<file path="config.mk">
export PLATFORM = sky130hd
export DESIGN_NAME = lnzd_scanner
export DESIGN_NICKNAME = d
export VERILOG_FILES = /design/src/rtl/lnzd_scanner_pkg.sv /design/src/rtl/lnzd_scanner_lnzd.sv /design/src/rtl/lnzd_scanner.sv
export SDC_FILE = /design/constraint.sdc
export NUM_CORES = 1
export LEC_CHECK = 0
export ABC_AREA = 1
export CORE_ASPECT_RATIO = 0.8
export CORE_MARGIN = 2
export CORE_UTILIZATION = 55
export DETAILED_ROUTE_END_ITERATION = 7
export DONT_BUFFER_PORTS = 1
export PLACE_DENSITY = 0.77
export SLEW_MARGIN = 40
export SYNTH_ARGS = -nofsm -noshare
export SYNTH_HDL_FRONTEND = slang
export SYNTH_SLANG_ARGS = --single-unit
</file>
<file path="constraint.sdc">
create_clock -name clk -period 2.2 [get_ports clk]
set_input_delay 0.55 -clock clk [delete_from_list [all_inputs] [get_ports clk]]
set_output_delay 0.55 -clock clk [all_outputs]
set_load 0.02 [all_outputs]
</file>
<file path="src/rtl/lnzd_scanner_pkg.sv">
// Shared types and helpers for the LNZD scanner.
// State encoding and width helper.
package lnzd_scanner_pkg;

  typedef enum logic {
    IDLE = 1'b0,
    SCAN = 1'b1
  } state_t;

  function automatic int clog2(input int v);
    int r;
    int x;
    r = 0;
    x = v - 1;
    while (x > 0) begin
      r++;
      x = x >> 1;
    end
    return r;
  endfunction

endpackage

</file>
<file path="src/rtl/lnzd_scanner_lnzd.sv">
// Leading-nonzero detector: lowest set bit index.
// vld doubles as "input is nonzero".
module lnzd_scanner_lnzd
  import lnzd_scanner_pkg::*;
#(
  parameter int BIT_WIDTH = 16
) (
  input  logic [BIT_WIDTH-1:0]        d,
  output logic [clog2(BIT_WIDTH)-1:0] pos,
  output logic                        vld
);

  localparam int PW = clog2(BIT_WIDTH);

  // Scan high to low so the lowest set bit wins.
  always_comb begin
    pos = '0;
    vld = |d;
    for (int i = BIT_WIDTH - 1; i >= 0; i--) begin
      if (d[i]) pos = PW'(i);
    end
  end

endmodule

</file>
<file path="src/rtl/lnzd_scanner.sv">
// Streams the nonzero bit positions of a vector,
// one per beat, tagged with the vector's id.
module lnzd_scanner
  import lnzd_scanner_pkg::*;
#(
  parameter int DATA_WIDTH = 16,
  parameter int TAG_WIDTH  = 8,
  parameter int MSB_FIRST  = 0
) (
  input  logic                         clk,
  input  logic                         rst_n,
  input  logic [DATA_WIDTH-1:0]        in_data,
  input  logic [TAG_WIDTH-1:0]         in_tag,
  input  logic                         in_valid,
  output logic                         in_ready,
  output logic [clog2(DATA_WIDTH)-1:0] out_pos,
  output logic [clog2(DATA_WIDTH):0]   out_cnt,
  output logic [TAG_WIDTH-1:0]         out_tag,
  output logic                         out_last,
  output logic                         out_empty,
  output logic                         out_valid,
  input  logic                         out_ready,
  output logic                         busy
);

  localparam int PW = clog2(DATA_WIDTH);
  localparam int CW = PW + 1;
  localparam logic [DATA_WIDTH-1:0] ONE =
    DATA_WIDTH'(1);

  state_t                state;
  logic [DATA_WIDTH-1:0] res;
  logic [TAG_WIDTH-1:0]  tag;
  logic [CW-1:0]         cnt;

  logic [DATA_WIDTH-1:0] rev;
  logic [DATA_WIDTH-1:0] det_in;
  logic [PW-1:0]         det_pos;
  logic                  det_vld;
  logic [DATA_WIDTH-1:0] onehot;
  logic                  xfer;
  logic                  accept;

  for (genvar g = 0; g < DATA_WIDTH; g++) begin : g_rev
    assign rev[g] = res[DATA_WIDTH-1-g];
  end

  assign det_in = (MSB_FIRST != 0) ? rev : res;

  lnzd_scanner_lnzd #(
    .BIT_WIDTH(DATA_WIDTH)
  ) u_lnzd (
    .d  (det_in),
    .pos(det_pos),
    .vld(det_vld)
  );

  // Zero residual reports position 0, in either order.
  always_comb begin
    out_pos = '0;
    if (det_vld) begin
      if (MSB_FIRST != 0)
        out_pos = PW'(DATA_WIDTH - 1) - det_pos;
      else
        out_pos = det_pos;
    end
  end

  assign onehot    = ONE << out_pos;
  assign out_valid = (state == SCAN);
  assign busy      = (state == SCAN);
  assign out_cnt   = cnt;
  assign out_tag   = tag;
  assign out_empty = (state == SCAN) & ~det_vld;
  assign out_last  = (state == SCAN) &
                     ((res & (res - ONE)) == '0);
  assign xfer      = out_valid & out_ready;
  assign in_ready  = (state == IDLE) |
                     (xfer & out_last);
  assign accept    = in_valid & in_ready;

  // Load on accept, else retire one bit per beat.
  always_ff @(posedge clk) begin
    if (!rst_n) begin
      state <= IDLE;
      res   <= '0;
      tag   <= '0;
      cnt   <= '0;
    end else if (accept) begin
      state <= SCAN;
      res   <= in_data;
      tag   <= in_tag;
      cnt   <= '0;
    end else if (xfer) begin
      res <= res & ~onehot;
      cnt <= cnt + CW'(1);
      if (out_last) state <= IDLE;
    end
  end

endmodule

</file>
* After elaboration in Yosys (flattened, before gate mapping)
Cells that the tools add are included.
** Cells by class
- Add/sub/neg operators :: 2
- Shift-type cells :: 1
- Mux-type cells :: 22
- Bitwise gates (word level) :: 12
- Reductions and logical operators :: 6
** Operators by type and width (count)
- 4-bit two-way mux :: 17
- 16-bit AND :: 2
- 16-bit two-way mux :: 2
- 16-bit zero test :: 1
- 16-bit inverter :: 1
- 16-bit OR reduction :: 1
- 1-bit by 4-bit left shift with 16-bit output, first input constant :: 1
- 16-bit by 1-bit subtractor with 16-bit output, second input constant :: 1
- 5-bit by 1-bit adder with 5-bit output, second input constant :: 1
- 1-bit AND :: 5
- 2-bit nonzero test :: 2
- 1-bit two-way mux :: 3
- 1-bit inverter :: 3
- 2-bit AND reduction :: 1
- 2-bit OR reduction :: 1
- 1-bit bitwise OR :: 1
** Word-level totals
- Flip-flop bits (word level) :: 30
- Bits of input ports :: 28
- Output and inout port bits :: 22
- Logic and storage cells :: 47

* Longest topological paths before layout
- Word-level depth :: 22
- Mapped depth :: 15
- Depth with buffers taken out :: 13

* Hierarchy
Synthesis repeated with hierarchy kept, for this count alone.
** Second synthesis, totals
- Cell total of the unflattened synthesis :: 367
- Area, all modules :: 2115.8 um^2
** Modules (own cells, without submodules)
- lnzd_scanner :: times used 1, cells each 318, area each 1906.8 um^2, seq. area each 600.6 um^2
- lnzd_scanner_lnzd :: times used 1, cells each 49, area each 209.0 um^2, seq. area each 0.0 um^2

* Least setup slack after synthesis
No wires, ideal clock.
- Kind :: register to output
- From :: register res[13], in the netlist det_in[13]
- To :: output out_pos[0]
- Arrival :: 1.462 ns
- Data required time :: 1.650 ns
- Path slack :: 0.188 ns
- Stages on the path, launching flop included :: 14
- Path buffers :: 1
- Path through :: dfxtp_1 > clkbuf_1 > inv_1 > o21ai_0 > a21oi_1 > o21ai_0 > nand2_1 > nand2_1 > nand2_1 > nand2_1 > nand2_1 > nand2_1 > a21oi_1 > nor2_1
** Between the ends
- Longest elaborated chain between the ends :: 15
- Elaborated cells between the ends (all ways) :: 16
- Those cells by class :: mux (15); reduce/logical (1)
** Ends and longest elaborated chain
- start: declaration :: RTL line lnzd_scanner.sv:32 : logic [DATA_WIDTH-1:0] res;
- start signal: assignment :: RTL line lnzd_scanner.sv:91 : res <= in_data;
- start signal: assignment :: RTL line lnzd_scanner.sv:95 : res <= res & ~onehot;
- 4-bit two-way mux (14 in a row) :: RTL line lnzd_scanner_lnzd.sv:20 : if (d[i]) pos = PW'(i);
- 4-bit two-way mux (*) :: RTL line lnzd_scanner.sv:61 : if (det_vld) begin
- end: declaration :: RTL line lnzd_scanner.sv:16 : output logic [clog2(DATA_WIDTH)-1:0] out_pos,
Every way passes the cells marked *; elsewhere a longest branch is shown, timed or not.

* Worst setup path in the final report
- From :: register res[1], in the netlist det_in[1]
- To :: output in_ready
** Between the ends
- Longest elaborated chain between the ends :: 6
** Ends and longest elaborated chain
- 16-bit by 1-bit subtractor with 16-bit output :: RTL line lnzd_scanner.sv:76 : ((res & (res - ONE)) == '0);
- 16-bit AND (*) :: RTL line lnzd_scanner.sv:76
- 16-bit zero test (*) :: RTL line lnzd_scanner.sv:76
- 1-bit AND (*) :: RTL line lnzd_scanner.sv:75 : assign out_last = (state == SCAN) &
- 1-bit AND (*) :: RTL line lnzd_scanner.sv:79 : (xfer & out_last);
- 1-bit bitwise OR (*) :: RTL line lnzd_scanner.sv:78 : assign in_ready = (state == IDLE) |
- end: declaration :: RTL line lnzd_scanner.sv:15 : output logic in_ready,
Marks and branches as above.

==> results.toml <==
[clocking]
clockRootBuffer = "clkbuf_8"
holdBufCountCts = 0
cts_num_sinks = 30
cts_tree = "built"
cts_buffers = 5
clkTransAtPathRegs_ps = 60
htreeDepth = 2
clock_latency_ps = 290
clk_path_buf_depth = 2

[sta]
finalCriticalPeriod_ps = 2250
worst_slack_ps = -50.6
slew_violations = 0
hold_viol = 0
setup_viol = 2
rsz0062_at_grt = "yes"
fmax_ghz = 0.444
hold-worst-slack_ps = 394
worst_slew_pin_slew_ps = 532
slew_headroom_pct = 64.5
period_share_pct = 102
tns_ps = -52.4
worst_clock_skew_ps = 3.69

[floorplanning]
core_um2 = 3150
die_area_um2 = 3850
die_height_um = 55.9
io_pins = 50
start_util_pct = 58.8
rows = 18
die_w_um = 68.9

[global_routing]
antenna_found_initial = 0
grt_max_degree = 27
overflow = 0
grt_pass1_wl_mm = 6.86
first_global_vias = 1534
grt_usage_pct = 24.3

[setup_path]
crit_required_ps = 1650
r2r_end = "det_in[0]"
crit_type = "reg2out"
cp_top_family = "simple AND/OR/NAND/NOR gates"
arrival_ps = 1700
crit_buf_inv = 0
end_kind = "output pin"
rr_startpoint = "det_in[1]"
reg2reg_depth = 13
crit_path_max_incr_delay_ps = 350
cp-startpoint = "det_in[1]"
rrSetupSlack_ps = 150
cp_max_fo = 8
crit_chain = "nor2_4 > nand2_2 > nor2_4 > nor2_1 > nor2_1 > nand2_1 > nor2_2 > nand4_2 > nand2_4"
worstSetupStartpointType = "flip-flop"
crit_path_top_delay_cell = "dfxtp_2"

[layout]
syn2layout_area_growth_pct = 8.03
finalNonFillerCells = 337
final_layout_size_suffix_gt1_share_pct = 14.1
fillers = 328
nets = 326
diodes = 0

[min_path]
holdPathEnd = "out_tag[2]"
min_path_type = "in2reg"
min_path_cells = 2
holdCritStartpoint = "rst_n"

[power_and_ir_drop]
ir_worst_vdd_mv = 0.420
power_density_nw_per_um2 = 748
p_leak_nw = 0.933

[route]
wire_per_inst_um = 12.8
drtAntennaViolNets = 0
routed_wl_mm = 4.31
drtIter0Drc = 89
via_per_inst = 5.18
drc_errors = 0
vias = 1746
drt_first_pass_iters = 4

[synth]
synth_largest_area_cell = "dfxtp_1"
seq_area_frac_synth_pct = 32.4
yosys.cell_types.count = 32
synth_most_common_cell = "nand2_1"
synth-main-ff-cell = "dfxtp_1"
synth_fp_nets = 321
ys_ff_latch = 30
syn_inst = 292
synth_commonest_cells = "74 x nand2_1, 42 x nor2_1, 37 x inv_1"
synth_top_area_share_pct = 32.4
mappedNetlistArea_um2 = 1850
synth-edff-count = 0
synth_warnings = 0
yosys-top-cells-area = "dfxtp_1 32%, nand2_1 15%, nor2_1 8.5%, inv_1 7.5%, a21oi_1 6.7%"
async_flop_share_pct = 0
syn_area_per_cell_um2 = 6.35

[run_status]
outcome = "finished with violations"
violations = "negative setup slack"

[placement]
port_buffers = 0
place_inst = 329
hpwlAfterDp_mm = 3.02
gp_congestion = 0.991

[job]
cap_violations = 0
==> per-stage QoR <==
| step | setup WS (ps) | util, % | area [um^2] | total power [mW] |
|---|---|---|---|---|
| after floorplan | 188 | - | 1850 | 0.990 |
| after global placement | 151 | 59.6 | 1880 | 1.06 |
| after detailed placement | 124 | 59.6 | 1880 | 1.07 |
| after CTS | -44.0 | 62.9 | 1980 | 1.50 |
| after global routing | -175 | 63.5 | 2000 | 1.60 |
| final | -50.6 | 63.5 | 2000 | 1.50 |
==> report_power, final <==
group	switching (mW)	internal, mW	total [mW]
sequential	0.0609	0.585	0.646
combinational	0.283	0.156	0.439
clock	0.202	0.211	0.413
total	0.545	0.953	1.50
==> repair_timing <==
item	in CTS	in global routing
endpoints found under the setup margin	3	27
buffers inserted	1	0
gates resized for setup	12	8
hold endpoints to repair	0	0
pin swaps	6	8
==> sequential cells by signal, indices dropped and copies added, names as in the netlist <==
name / flops
det_in: 16
out_tag: 8
out_cnt: 5
busy: 1
==> worst register-to-register path, delay by kind of cell (launching register included) <==
kind,cells,cell delay [ps]
simple gates,11,1350
compound gates,1,110
buf+inv,1,180
flops,1,350
==> kinds of logic after synthesis <==
logic type	Yosys count	synth area share, %
fa+ha+maj	1	0.675
buf+inv	50	12.8
simple gates	164	40.4
flops	30	32.4
compound gates	44	12.4
xor+xnor	3	1.42
==> layer usage <==
metal	wire, um	global-route usage (%)	share of wire, %
met1	2080	32.8	48
met2	1860	35.2	43
met3	281	9.72	6.5
met4	81	7.56	1.9
met5	0	0	0
==> how the worst max path moves through the flow <==
| stage | endpoint | depth (start not counted) |
|---|---|---|
| after floorplan | out_pos[0] | 13 |
| after global placement | det_in[0] | 13 |
| after detailed placement | det_in[0] | 11 |
| after CTS | in_ready | 9 |
| after global routing | out_pos[0] | 13 |
| final | in_ready | 9 |
==> cells in the final DEF, fill, tap and decap left out, types with 2 or more instances in the layout <==
cell / count
nor2_1: 38
a21oi_1: 25
dfxtp_1: 24
o21ai_0: 3
xor2_1: 2
clkbuf_8: 5
nor2_4: 3
dfxtp_2: 5
inv_1: 36
o21ai_1: 11
nand2_1: 73
buf_4: 9
clkinv_2: 2
nand2_4: 2
nor2_2: 5
nand2_2: 2
nand3b_1: 8
a31oi_1: 3
nor3_1: 3
nand3_1: 25
==> cell type report <==
class	count	area (um^2)	share of cell area, %
flip-flops and latches	30	611	30.5
inverters	38	145	7.25
multi-input cells	212	1040	51.9
well taps	40	50.0	2.50
repair buffers	10	78.8	3.94
clock buffers	5	68.8	3.44
clock inverters	2	10.0	0.500
(Power assumes the default switching activity.)
